**config.mk**
```make
export PLATFORM = sky130hd
export DESIGN_NAME = pipelined_csel_adder
export DESIGN_NICKNAME = d
export VERILOG_FILES = /design/src/rtl/pipelined_csel_adder.sv
export SDC_FILE = /design/constraint.sdc
export NUM_CORES = 1
export LEC_CHECK = 0
export CORE_MARGIN = 4
export CORE_UTILIZATION = 50
export CTS_BUF_LIST = sky130_fd_sc_hd__clkbuf_4
export DETAILED_ROUTE_END_ITERATION = 10
export GPL_TIMING_DRIVEN = 1
export HOLD_SLACK_MARGIN = 0.03
export PLACE_DENSITY_LB_ADDON = 0.2
export SLEW_MARGIN = 20
export SYNTH_ARGS = -nofsm -noshare
export SYNTH_HDL_FRONTEND = slang
export SYNTH_SLANG_ARGS = --single-unit
```
**constraint.sdc**
```tcl
create_clock -name clk -period 3.2 [get_ports clk]
set_input_delay 0.64 -clock clk [delete_from_list [all_inputs] [get_ports clk]]
set_output_delay 0.64 -clock clk [all_outputs]
set_load 0.03 [all_outputs]
```
**src/rtl/pipelined_csel_adder.sv**
```systemverilog
// Pipelined carry-select adder/subtractor: one BLOCK-bit slice resolved per stage,
// elastic valid/ready flow with full throughput and backpressure.
module pipelined_csel_adder #(
    parameter int WIDTH = 32,
    parameter int BLOCK = 8
) (
    input  logic             clk,
    input  logic             rst_n,
    input  logic             in_valid,
    output logic             in_ready,
    input  logic [WIDTH-1:0] A,
    input  logic [WIDTH-1:0] B,
    input  logic             Cin,
    input  logic             Sub,
    output logic             out_valid,
    input  logic             out_ready,
    output logic [WIDTH-1:0] Sum,
    output logic             Cout,
    output logic             Ovf
);
    localparam int STAGES = WIDTH / BLOCK;
    localparam int LAST   = STAGES - 1;

    generate
        if (WIDTH % BLOCK != 0) begin : g_param_err
            $error("pipelined_csel_adder: WIDTH must be a multiple of BLOCK");
        end
    endgenerate

    logic             r_vld [STAGES];
    logic             r_c   [STAGES];
    logic [WIDTH-1:0] r_sum [STAGES];
    logic [WIDTH-1:0] r_a   [STAGES];
    logic [WIDTH-1:0] r_b   [STAGES];
    logic             r_ovf;

    logic             w_rdy  [STAGES+1];
    logic             w_vin  [STAGES];
    logic             w_cin  [STAGES];
    logic [WIDTH-1:0] w_opa  [STAGES];
    logic [WIDTH-1:0] w_opb  [STAGES];
    logic [WIDTH-1:0] w_psum [STAGES];
    logic [WIDTH-1:0] w_nsum [STAGES];
    logic             w_nc   [STAGES];
    logic [BLOCK:0]   w_s0;
    logic [BLOCK:0]   w_s1;
    logic [BLOCK:0]   w_sel;
    logic             w_novf;

    always_comb begin
        w_rdy[STAGES] = out_ready;
        for (int k = LAST; k >= 0; k--) begin
            w_rdy[k] = !r_vld[k] || w_rdy[k+1];
        end

        // Stage 0 takes operands straight from the port; B is pre-inverted for subtract.
        w_vin[0]  = in_valid;
        w_cin[0]  = Sub | Cin;
        w_opa[0]  = A;
        w_opb[0]  = B ^ {WIDTH{Sub}};
        w_psum[0] = '0;
        for (int k = 1; k < STAGES; k++) begin
            w_vin[k]  = r_vld[k-1];
            w_cin[k]  = r_c[k-1];
            w_opa[k]  = r_a[k-1];
            w_opb[k]  = r_b[k-1];
            w_psum[k] = r_sum[k-1];
        end

        w_s0  = '0;
        w_s1  = '0;
        w_sel = '0;
        for (int k = 0; k < STAGES; k++) begin
            w_s0  = {1'b0, w_opa[k][BLOCK*k +: BLOCK]} + {1'b0, w_opb[k][BLOCK*k +: BLOCK]};
            w_s1  = {1'b0, w_opa[k][BLOCK*k +: BLOCK]} + {1'b0, w_opb[k][BLOCK*k +: BLOCK]}
                    + (BLOCK+1)'(1);
            w_sel = w_cin[k] ? w_s1 : w_s0;
            w_nsum[k] = w_psum[k];
            w_nsum[k][BLOCK*k +: BLOCK] = w_sel[BLOCK-1:0];
            w_nc[k] = w_sel[BLOCK];
        end

        // Carry into the MSB is recovered from the MSB sum bit and its operand bits.
        w_novf = (w_nsum[LAST][WIDTH-1] ^ w_opa[LAST][WIDTH-1] ^ w_opb[LAST][WIDTH-1])
                 ^ w_nc[LAST];
    end

    always_ff @(posedge clk or negedge rst_n) begin
        if (!rst_n) begin
            for (int k = 0; k < STAGES; k++) begin
                r_vld[k] <= 1'b0;
                r_c[k]   <= 1'b0;
                r_sum[k] <= '0;
                r_a[k]   <= '0;
                r_b[k]   <= '0;
            end
            r_ovf <= 1'b0;
        end else begin
            for (int k = 0; k < STAGES; k++) begin
                if (w_rdy[k]) begin
                    r_vld[k] <= w_vin[k];
                    if (w_vin[k]) begin
                        r_sum[k] <= w_nsum[k];
                        r_c[k]   <= w_nc[k];
                        r_a[k]   <= w_opa[k];
                        r_b[k]   <= w_opb[k];
                    end
                end
            end
            if (w_rdy[LAST] && w_vin[LAST]) begin
                r_ovf <= w_novf;
            end
        end
    end

    assign in_ready  = w_rdy[0];
    assign out_valid = r_vld[LAST];
    assign Sum       = r_sum[LAST];
    assign Cout      = r_c[LAST];
    assign Ovf       = r_ovf;

endmodule

```
Word-level counts from Yosys, hierarchy flattened. Cells that the tools add are included.

Bits in writable memories: 0. Output and inout port bits: 36. Latch bits: 0. Word-level logic and storage cells: 49. Memory bits (read-only): 0. Register bits after elaboration: 281. Input bits: 70. Memories: 0.

Equal/unequal tests: 0. Multiply operators: 0. Multiplexer cells: 4. Magnitude comparators: 0. Bitwise logic cells: 5. Reduce and logical (&&, ||, !) cells: 13. $add $sub $neg: 8. Div/mod/pow operators: 0. Shift-type cells: 0.

Operator list (number): $add 8x8->9 (4); $add 9x1->9 const B (4); $mux 9 (4); $xor 32x32->32 (1); $reduce_and 2->1 (4); $logic_not 1->1 (4); $logic_or 1x1->1 (4); $xor 1x1->1 (3); $logic_and 1x1->1 (1); $or 1x1->1 (1).

Longest topological paths before layout. Gate-level depths: netlist of the first run.

Depth after elaboration: 6. Gate-level depth with buffers: 13. Depth with buffers taken out: 12.

Worst setup path after synthesis of the first run. No wires, ideal clock.

Path kind: input -> register. Start: input Sub. End: register r_c[3] in the netlist's numbering. Library setup time: 0.137 ns. Required time: 3.063 ns. Stages: 12. Data arrival time: 3.256 ns. Path buffers: 2. Path slack: -0.193 ns. Path through: clkbuf_1 > clkbuf_1 > xor2_1 > ha_1 > a21o_1 > a21oi_1 > o21bai_1 > a2111oi_0 > or4_1 > nand4_1 > xnor2_1 > o21ai_0.

Longest elaborated chain between the ends: 4. Elaborated cells between the ends (all ways): 5. Those cells by class: add/sub: 2; mux: 1; bitwise: 2.

Ends and longest elaborated chain: start, declared (RTL line 14) `input logic Sub,`; $xor 32x32->32 (RTL line 60) `w_opb[0] = B ^ {WIDTH{Sub}};`; $add 8x8->9 (RTL line 74, 75); $add 9x1->9 (RTL line 76) `+ (BLOCK+1)'(1);`; $mux 9 (*) (RTL line 77) `w_sel = w_cin[k] ? w_s1 : w_s0;`; end signal, assigned by index (RTL line 104) `r_c[k] <= w_nc[k];`; end, declared (RTL line 31) `logic r_c [STAGES];`.

Mark *: on every way between the ends. The rest lies on a longest branch, timed or not. A chain may end at the register's enable or synchronous reset.

Final worst setup path of the first run.
Start: register r_a[80] in the netlist's numbering. End: register r_c[1] in the netlist's numbering.

Longest elaborated chain between the ends: 3.

Ends and longest elaborated chain: start, declared (RTL line 33) `logic [WIDTH-1:0] r_a [STAGES];`; start signal, assigned by index (RTL line 105) `r_a[k] <= w_opa[k];`; $add 8x8->9 (*) (RTL line 74, 75); $add 9x1->9 (RTL line 76); $mux 9 (*) (RTL line 77).

Marks and branches as above.

==> results_dict.tcl, run 1 <==
set metrics [dict create \
    netlist_instances 771 \
    wirelength_um 16790 \
    p_int_w 0.005718 \
    antenna_found_initial 1 \
    drtIter0Drc 136 \
    vdd_drop_max_uv 452.8 \
    drc 0 \
    clockBufferDepth 2 \
    reg2reg_from "r_a[80]" \
    synthTopCellsByArea "dfrtp_1 (51%), mux2_2 (15%), xnor2_1 (5.0%), ha_1 (4.9%), o21ai_0 (3.6%)" \
    leakagePower_nw 4.583 \
    rsz0062_at_grt "no" \
    yosysTopAreaCellShare_pct 50.85 \
    routedWlPerCell_um 15.36 \
    synth_ff_type "dfrtp_1" \
    gp_congestion 0.8597 \
    fin_skew_ns 0.01200 \
    cts-root-buf "clkbuf_4" \
    async_flop_share_pct 100.0 \
    cts_sinks 185 \
    grt-ovfl-total 0 \
    core_area_um2 17960 \
    syn_to_final_growth_pct 16.68 \
    die-area_um2 20430 \
    ioPinCount 106 \
    die_x_um 142.9 \
    synth_edf_count 0 \
    grt_pass1_vias 5997 \
    setup_viol 0 \
    grt_pass1_wl_um 28660 \
    hold_violations 0 \
    cts_buffers 17 \
    synth_seq_area_share_pct 50.85 \
    switching_share_pct 36.30 \
    synth.distinct_cells 54 \
    pwr-share-clk_pct 15.5 \
    clk_pin_slew_ns 0.14 \
    postPlaceCellArea_um2 10290 \
    syn_area_per_cell_um2 11.81 \
    relSlewSlack_pct 55.22 \
    num_rows 49 \
    tritoncts "done" \
    start_util_pct 50.69 \
    vias_per_cell 5.235 \
    p_comb_share_pct 44.3 \
    num-nets-final 960 \
    p_seq_share_pct 40.2 \
    required_ns 3.64 \
    drv_slew 0 \
    cts_resized 0 \
    mostFrequentLayoutCells "dfrtp_1 (185), mux2_2 (121), clkdlybuf4s50_1 (103)" \
    via_count 5722 \
    drv_cap 0 \
    drive_above_1_share_pct 22.13 \
    ys_warn_count 0 \
    final_common_cell "dfrtp_1" \
    dp_hpwl_um 12220 \
    start_kind "flop" \
    path_max_fanout 3 \
    power_per_cell_area_nw_per_um2 844.9 \
    startpoint "r_a[80]" \
    synth_top_cell_by_area "dfrtp_1" \
    firstDrtPassIters 4 \
    clk_latency_ns 0.54 \
    ant_nets 0 \
    critPathArrivalTime_ns 3.40 \
    cts-htree-levels 4 \
    period_share_pct 92.59 \
    fmax_ghz 0.3375 \
    critical_path_class "flop to flop" \
    endpoint_kind "flop" \
    fin_crit_ns 2.963 \
    max_slew.worst_pin.slew_ns 0.6548 \
    power_switching_w 0.003259 \
    grt_usage_pct 17.39 \
    fin_util_pct 59.14 \
    final_area_um2 10620 \
    cts_setup_buffers 0 \
    synthesis.area_um2 9105 \
    port_buffers 105 \
    hold_class "input port to async pin" \
    mappedNetlistNets 881 \
    outcome "completed" \
    ys_ff_latch 185 \
    grt_max_degree 76 \
    dieHeight_um 142.9 \
    hold_buffers 0 \
    reg2reg_depth 12 \
]
==> per-stage QoR <==
step / total power, W / worst slack, ns / TNS (ns) / instances / hold slack [ns]
final: 0.008977 / 0.2370 / 0 / 1093 / 0.09505
after global routing: 0.009659 / 0.02070 / 0 / 1093 / 0.07523
after CTS: 0.009074 / 0.05660 / 0 / 1092 / 0.05600
after detailed placement: 0.007651 / -0.1073 / -0.1812 / 1060 / 0.4695
after global placement: 0.007501 / 0.004266 / 0 / 1060 / 0.4607
after floorplan: 0.006727 / 0.02422 / 0 / 771 / 0.3444
==> critical path: stages (launching register included) <==
cell      delay [ns]
dfrtp_1         0.41
ha_1            0.21
inv_1           0.07
fa_1            0.44
inv_1           0.08
ha_1            0.13
nand2_1         0.07
or2_2           0.29
or4_1           0.41
a211oi_2        0.28
nor3b_2         0.25
a211o_1         0.15
nand3_1         0.06
==> logic make-up (layout without fill, tap and decap cells) <==
| family | after synthesis | after routing | synth area share [%] |
|---|---|---|---|
| buf+inv | 79 | 171 | 4.576 |
| compound gates | 124 | 124 | 8.177 |
| flops | 185 | 185 | 50.85 |
| xor+xnor | 79 | 79 | 7.915 |
| simple gates | 141 | 141 | 7.476 |
| fa+ha+maj | 40 | 40 | 5.827 |
| other cells | 0 | 1 | 0 |
| mux | 123 | 123 | 15.18 |
==> final timing paths <==
kind / end / slack, ns
hold / removal: Sum[30] / 0.1
hold reg to reg: r_sum[78] / 0.49
max in group asynchronous: Sum[2] / 2.37
setup / recovery: r_c[1] / 0.24
min in group clk: r_sum[78] / 0.49
setup reg to reg: r_c[1] / 0.24
==> synth_stat cells (4+ instances only) <==
| master | number |
|---|---|
| inv_1 | 17 |
| fa_1 | 4 |
| nand4_1 | 4 |
| or2_2 | 4 |
| and4_1 | 4 |
| nand2_1 | 70 |
| xnor2_1 | 52 |
| buf_1 | 6 |
| a21o_1 | 5 |
| xor2_1 | 24 |
| nand2b_1 | 4 |
| dfrtp_1 | 185 |
| o21ai_0 | 66 |
| mux2_2 | 121 |
| ha_1 | 36 |
| clkbuf_1 | 24 |
| a211oi_1 | 5 |
| o21a_1 | 7 |
| buf_4 | 32 |
| nor3_1 | 6 |
| nor2b_1 | 4 |
| a21oi_1 | 15 |
| nand3_1 | 6 |
| nor2_1 | 21 |
==> final cells by class <==
cell class	count	area [µm²]
clock inverters	13	177.7
diodes	1	2.502
inverters	17	63.81
fillers	1501	7340
clock buffers	19	142.6
multi-input cells	507	4084
well taps	229	286.5
flip-flops and latches	185	4629
repair buffers	122	1237
==> power groups by stage <==
stage	logic (W)	clock network [W]	registers, W
CTS	0.00400	0.00145	0.00363
floorplan	0.00321	0	0.00352
finish	0.00397	0.00139	0.00361
detailed placement	0.00398	0	0.00368
global route	0.00439	0.00155	0.00372
global placement	0.00387	0	0.00363
==> sequential cells by signal (all words and copies together), names as in the netlist <==
register / count
r_c: 3
r_sum: 48
out_valid: 1
r_vld: 3
r_b: 48
Cout: 1
Sum: 32
Ovf: 1
r_a: 48
==> metal layers <==
layer | global-route usage, % | vias up | routed length (µm)
li1 | - | 2807 | -
met5 | 0 | - | 0
met1 | 23.35 | 2805 | 7895
met3 | 3.952 | 15 | 634
met4 | 4.202 | 0 | 167
met2 | 28.91 | 95 | 8091
Note: power is estimated with default switching activity, not from simulation.
==> run 2: changes to the inputs <==
--- a/config.mk
+++ b/config.mk
@@ -5,12 +5,13 @@
 export SDC_FILE = /design/constraint.sdc
 export NUM_CORES = 1
 export LEC_CHECK = 0
+export CAP_MARGIN = 10
 export CORE_MARGIN = 4
 export CORE_UTILIZATION = 50
 export CTS_BUF_LIST = sky130_fd_sc_hd__clkbuf_4
 export DETAILED_ROUTE_END_ITERATION = 10
 export GPL_TIMING_DRIVEN = 1
-export HOLD_SLACK_MARGIN = 0.03
+export HOLD_SLACK_MARGIN = 0.1
 export PLACE_DENSITY_LB_ADDON = 0.2
 export SLEW_MARGIN = 20
 export SYNTH_ARGS = -nofsm -noshare
==> results_dict.tcl, run 2 (synthesis results as in run 1) <==
set metrics [dict create \
    cts-htree-levels 4 \
    drv_cap 0 \
    final-seq-area_um2 4629 \
    grt-ovfl-total 0 \
    setup_viol 0 \
    max_slew.worst_pin.slew_ns 0.6548 \
    antenna_found_initial 1 \
    wl_met3_um 647 \
    reg2reg_slack_ns 0.24 \
    dr_wl_met2_um 8085 \
    fin_crit_ns 2.963 \
    cp_cell_sequence "ha_1, inv_1, fa_1, inv_1, ha_1, nand2_1, or2_2, or4_1, a211oi_2, nor3b_2, a211o_1, nand3_1" \
    grt_pass1_vias 5997 \
    grt_usage_pct 17.39 \
    cts_setup_buffers 0 \
    setup-tns-final_ns 0 \
    syn_to_final_growth_pct 16.79 \
    period_share_pct 92.61 \
    grt_pass1_wl_um 28660 \
    start_kind "flop" \
    drive_above_1_share_pct 22.11 \
    die-area_um2 20430 \
    via_count 5734 \
    wirelength_um 16800 \
    firstDrtPassIters 4 \
    r2r-end "r_c[1]" \
    grt_max_degree 76 \
    clk_pin_slew_ns 0.14 \
    cts_buffers 17 \
    ant_nets 0 \
    vias_per_cell 5.241 \
    drv_slew 0 \
    largestRegisters "r_a x48, r_b x48, r_sum x48" \
    hold_class "flop to flop" \
    vdd_drop_max_uv 452.8 \
    start_util_pct 50.69 \
    critical_path_class "flop to flop" \
    clockBufferDepth 2 \
    dp_hpwl_um 12220 \
    reg2reg_from "r_a[80]" \
    path_max_fanout 3 \
    routedWlPerCell_um 15.35 \
    port_buffers 105 \
    slowest_stage "fa_1" \
    core_area_um2 17960 \
    leakagePower_nw 4.588 \
    power_per_cell_area_nw_per_um2 844.4 \
    cts_sinks 185 \
    mostFrequentLayoutCells "dfrtp_1 (185), mux2_2 (121), clkdlybuf4s50_1 (103)" \
    fill_cells 1500 \
    cp_num_cells 12 \
    relSlewSlack_pct 55.22 \
    ioPinCount 106 \
    outcome "completed" \
    num-nets-final 961 \
    cpPeakStageDelay_ns 0.44 \
    reg2reg_depth 12 \
    num_rows 49 \
    final_common_cell "dfrtp_1" \
    topRoutingLayerUsed "met4" \
    clk_latency_ns 0.54 \
    hold_violations 0 \
    required_ns 3.64 \
    endpoint_kind "flop" \
    whs_endpoint "r_sum[78]" \
    multi_input_area_um2 4084 \
    worstHoldPathCells 2 \
    critPathTopFamily "simple AND/OR/NAND/NOR gates" \
    die_x_um 142.9 \
    drc 0 \
    fmax_ghz 0.3375 \
    m1WireLength_um 7895 \
    rsz0062_at_grt "no" \
    cts-root-buf "clkbuf_4" \
    hp-start "r_sum[78]" \
    dieHeight_um 142.9 \
    drtIter0Drc 149 \
    fin_util_pct 59.20 \
    gp_congestion 0.8597 \
    fin_skew_ns 0.01200 \
    tritoncts "done" \
    critPathArrivalTime_ns 3.40 \
    cp_num_buf_inv 2 \
]
==> run 2: worst max-delay path by stage <==
stage,startpoint,end,slack (ns)
final,r_a[80],r_c[1],0.24
after global routing,r_a[104],r_sum[79],0.02
after CTS,r_a[80],r_c[1],0.06
after detailed placement,B[1],r_c[3],-0.11
after global placement,B[1],r_c[3],0.004
after floorplan,Sub,r_c[3],0.02
==> run 2: per-layer routing <==
metal	GRT usage [%]	up-vias
met5	0	-
met2	28.91	103
li1	-	2809
met4	4.202	0
met1	23.35	2807
met3	3.952	15
==> run 2: per-stage QoR <==
| step | hold WS, ns | worst slack [ns] | std cells | instance area, µm² | total power [W] |
|---|---|---|---|---|---|
| 6_report | 0.4926 | 0.2366 | 1094 | 10630 | 0.008979 |
| 5_1_grt | 0.5141 | 0.02070 | 1094 | 10630 | 0.009660 |
| 4_1_cts | 0.5018 | 0.05660 | 1093 | 10620 | 0.009076 |
| 3_5_place_dp | 0.4695 | -0.1073 | 1060 | 10290 | 0.007651 |
| 3_3_place_gp | 0.4607 | 0.004266 | 1060 | 10290 | 0.007501 |
| 2_1_floorplan | 0.3444 | 0.02422 | 771 | 9109 | 0.006727 |
==> run 2: worst min-delay path, cell delays in order (launching register included) <==
cell and delay [ns]:
dfrtp_1 0.37, nand2_1 0.05, o21ai_0 0.06
==> run 2: layout make-up <==
| class | instances | area share, % |
|---|---|---|
| Timing Repair Buffer | 123 | 11.73 |
| Clock buffer | 19 | 1.341 |
| Antenna cell | 1 | 0.02353 |
| Clock inverter | 13 | 1.671 |
| Sequential cell | 185 | 43.53 |
| Tap cell | 229 | 2.694 |
| Inverter | 17 | 0.6001 |
| Multi-Input combinational cell | 507 | 38.40 |
==> run 2: repair_timing <==
action	in CTS	in global routing
endpoints found under the setup margin	0	2
hold endpoints to repair	38	0
hold buffers	1	0
gates resized for setup	0	3
==> run 2: power breakdown <==
group | switching, W | internal (W) | leakage [nW]
clock network | 0.000762 | 0.000631 | 0.162
registers | 0.000467 | 0.00314 | 2.22
logic | 0.00203 | 0.00194 | 2.20
total | 0.00326 | 0.00572 | 4.59
==> run 3: changes to the inputs <==
--- a/config.mk
+++ b/config.mk
@@ -5,6 +5,7 @@
 export SDC_FILE = /design/constraint.sdc
 export NUM_CORES = 1
 export LEC_CHECK = 0
+export ABC_AREA = 1
 export CAP_MARGIN = 10
 export CORE_MARGIN = 4
 export CORE_UTILIZATION = 50
==> results_dict.tcl, run 3 <==
set metrics [dict create \
    outcome "completed" \
    leakagePower_nw 5.621 \
    required_ns 2.56 \
    tritoncts "done" \
    cp_common_cell "inv_1" \
    yosysTopAreaCellShare_pct 47.70 \
    synth_compound_area_share_pct 8.135 \
    synth_ff_type "dfrtp_1" \
    startpoint "out_ready" \
    num_rows 50 \
    setup_viol 0 \
    clockBufferDepth 2 \
    reg2reg_slack_ns 0.65 \
    hp-start "r_a[112]" \
    die-area_um2 21700 \
    synth_seq_area_share_pct 47.70 \
    drtIter0Drc 355 \
    core_area_um2 18890 \
    holdWs_ns 0.4830 \
    relSlewSlack_pct 47.68 \
    cpPeakStageDelay_ns 0.41 \
    setup-tns-final_ns 0 \
    synth_edf_count 0 \
    cp_cell_sequence "clkdlybuf4s50_1, nor2_2, inv_1, nor2_1, inv_1, nor2_1, inv_2, nor2_2, inv_1, dlymetal6s2s_1" \
    vdd_drop_max_uv 278.0 \
    cp_num_buf_inv 6 \
    syn_area_per_cell_um2 8.204 \
    fin_skew_ns 0.02367 \
    ant_nets 0 \
    largestRegisters "r_a x48, r_b x48, r_sum x48" \
    cts_setup_buffers 0 \
    cts-root-buf "clkbuf_4" \
    synthesis.area_um2 9706 \
    mostFrequentLayoutCells "nand2_1 (419), dfrtp_1 (185), inv_1 (127)" \
    endpoint_kind "primary output" \
    grt_usage_pct 18.55 \
    critPathTopFamily "buffers and inverters" \
    max_slew.worst_pin.slew_ns 0.7840 \
    ioPinCount 106 \
    netlist_instances 1183 \
    path_max_fanout 3 \
    slowest_stage "clkdlybuf4s50_1" \
    synth_mux_area_share_pct 0 \
    switching_share_pct 40.68 \
    synth_top_family_by_area "simple AND/OR/NAND/NOR gates" \
    fill_cells 1770 \
    grt_pass1_vias 7006 \
    synth_common_cells "nand2_1 (419), dfrtp_1 (185), inv_1 (127)" \
    p_seq_share_pct 42.2 \
    fmax_ghz 0.3585 \
    drv_slew 0 \
    reg2reg_from "r_a[80]" \
    power_switching_w 0.003310 \
    drc 0 \
    gp_congestion 0.8731 \
    critical_path_class "input port to primary output" \
    synthTopCellsByArea "dfrtp_1 (48%), nand2_1 (16%), o21ai_0 (5.2%), inv_1 (4.9%), ha_1 (4.6%)" \
    final_common_cell "nand2_1" \
    synth_top_cell_by_area "dfrtp_1" \
    via_count 7342 \
    firstDrtPassIters 5 \
    cts_buffers 17 \
    port_buffers 105 \
    synth_fa_ha_area_share_pct 5.466 \
    cts_sinks 185 \
    wirelength_um 19220 \
    critPathArrivalTime_ns 2.15 \
    cts-htree-levels 4 \
    routedWlPerCell_um 12.62 \
    syn_to_final_growth_pct 13.85 \
    antenna_found_initial 1 \
    period_share_pct 87.17 \
    dp_hpwl_um 14500 \
    ys_warn_count 0 \
    p_comb_share_pct 41.9 \
    power_per_cell_area_nw_per_um2 736.5 \
    grt_max_degree 62 \
    grt-ovfl-total 0 \
    die_x_um 147.3 \
    drv_cap 0 \
    start_util_pct 51.37 \
    vias_per_cell 4.821 \
    drive_above_1_share_pct 6.815 \
    synth.distinct_cells 40 \
    pwr-share-clk_pct 16.0 \
    clk_pin_slew_ns 0.15 \
    synth-xor-area-share_pct 5.247 \
    hold_violations 0 \
    synthSimpleGateAreaFrac_pct 23.63 \
    dieHeight_um 147.3 \
    p_int_w 0.004828 \
    final-seq-area_um2 4629 \
    yosysMostFrequentCell "nand2_1" \
    ys_ff_latch 185 \
    clk_latency_ns 0.58 \
    hold_class "flop to flop" \
    fin_crit_ns 2.790 \
    num-nets-final 1359 \
    multi_input_area_um2 4123 \
    grt_pass1_wl_um 33240 \
    rsz0062_at_grt "no" \
    start_kind "input port" \
    async_flop_share_pct 100.0 \
    mappedNetlistNets 1293 \
]
run 3: cell types whose count changed in the layout (fill, tap and decap cells not counted), moves of 14 or more:
cell,delta
inv_1,+110
mux2_2,-121
nand2_1,+352
nand3_1,+46
o21ai_0,+34
o21ai_1,+14
xnor2_1,-40
run 3: worst paths after layout:
kind                       endpoint  depth (start not counted)
setup / recovery           in_ready                         10
hold / removal              r_a[80]                          2
setup reg to reg             r_c[1]                         14
hold reg to reg             r_a[80]                          2
max in group asynchronous  r_b[104]                          3
min in group asynchronous    Sum[8]                          2
run 3: worst min-delay path, cell delays in order (launching register included):
cell and delay, ns:
dfrtp_1 0.37, nand2_1 0.06, nand2_1 0.05
run 3: per-layer routing:
layer | part of all wire, % | vias up | global-route usage [%]
met2 | 43 | 154 | 28.06
li1 | - | 3825 | -
met1 | 51 | 3339 | 27.32
met3 | 4.6 | 24 | 3.393
met5 | 0 | - | 0
met4 | 1.3 | 0 | 5.685
run 3: layout make-up:
| class | count | area share, % |
|---|---|---|
| flip-flops and latches | 185 | 41.90 |
| multi-input cells | 792 | 37.31 |
| repair buffers | 119 | 10.70 |
| inverters | 134 | 4.563 |
| well taps | 260 | 2.944 |
| clock buffers | 19 | 1.291 |
| clock inverters | 13 | 1.268 |
| diodes | 1 | 0.02265 |
run 3: cell families (layout without fill, tap and decap cells):
group                    after synthesis  in the layout
XOR/XNOR                              53             53
adder cells (fa/ha/maj)               40             40
AND/OR/NAND/NOR                      550            550
other                                  0              1
AO/OA/AOI/OAI                        149            149
buffers and inverters                206            285
flip-flops                           185            185
run 3: power groups by stage:
stage	Sequential, W	Combinational [W]	Clock [W]
after detailed placement	0.00348	0.00343	0
after CTS	0.00343	0.00345	0.00133
after global routing	0.00352	0.00388	0.00142
after global placement	0.00347	0.00335	0
after floorplan	0.00338	0.00268	0
final	0.00343	0.00341	0.00130
run 3: timing repair:
action	CTS	global route
gates resized for setup	0	1
setup endpoints to repair	0	1
hold buffers	1	0
hold endpoints to repair	57	0
run 3: metrics by stage:
step | std cells | worst slack [ns] | cell area (µm²) | total power [W] | utilization (%)
floorplan | 1183 | 0.3731 | 9706 | 0.006052 | -
global placement | 1489 | 0.03454 | 10750 | 0.006813 | 56.91
detailed placement | 1489 | 0.04634 | 10750 | 0.006915 | 56.91
CTS | 1522 | 0.03748 | 11040 | 0.008210 | 58.46
global route | 1523 | 0.3122 | 11050 | 0.008819 | 58.48
finish | 1523 | 0.4104 | 11050 | 0.008138 | 58.48
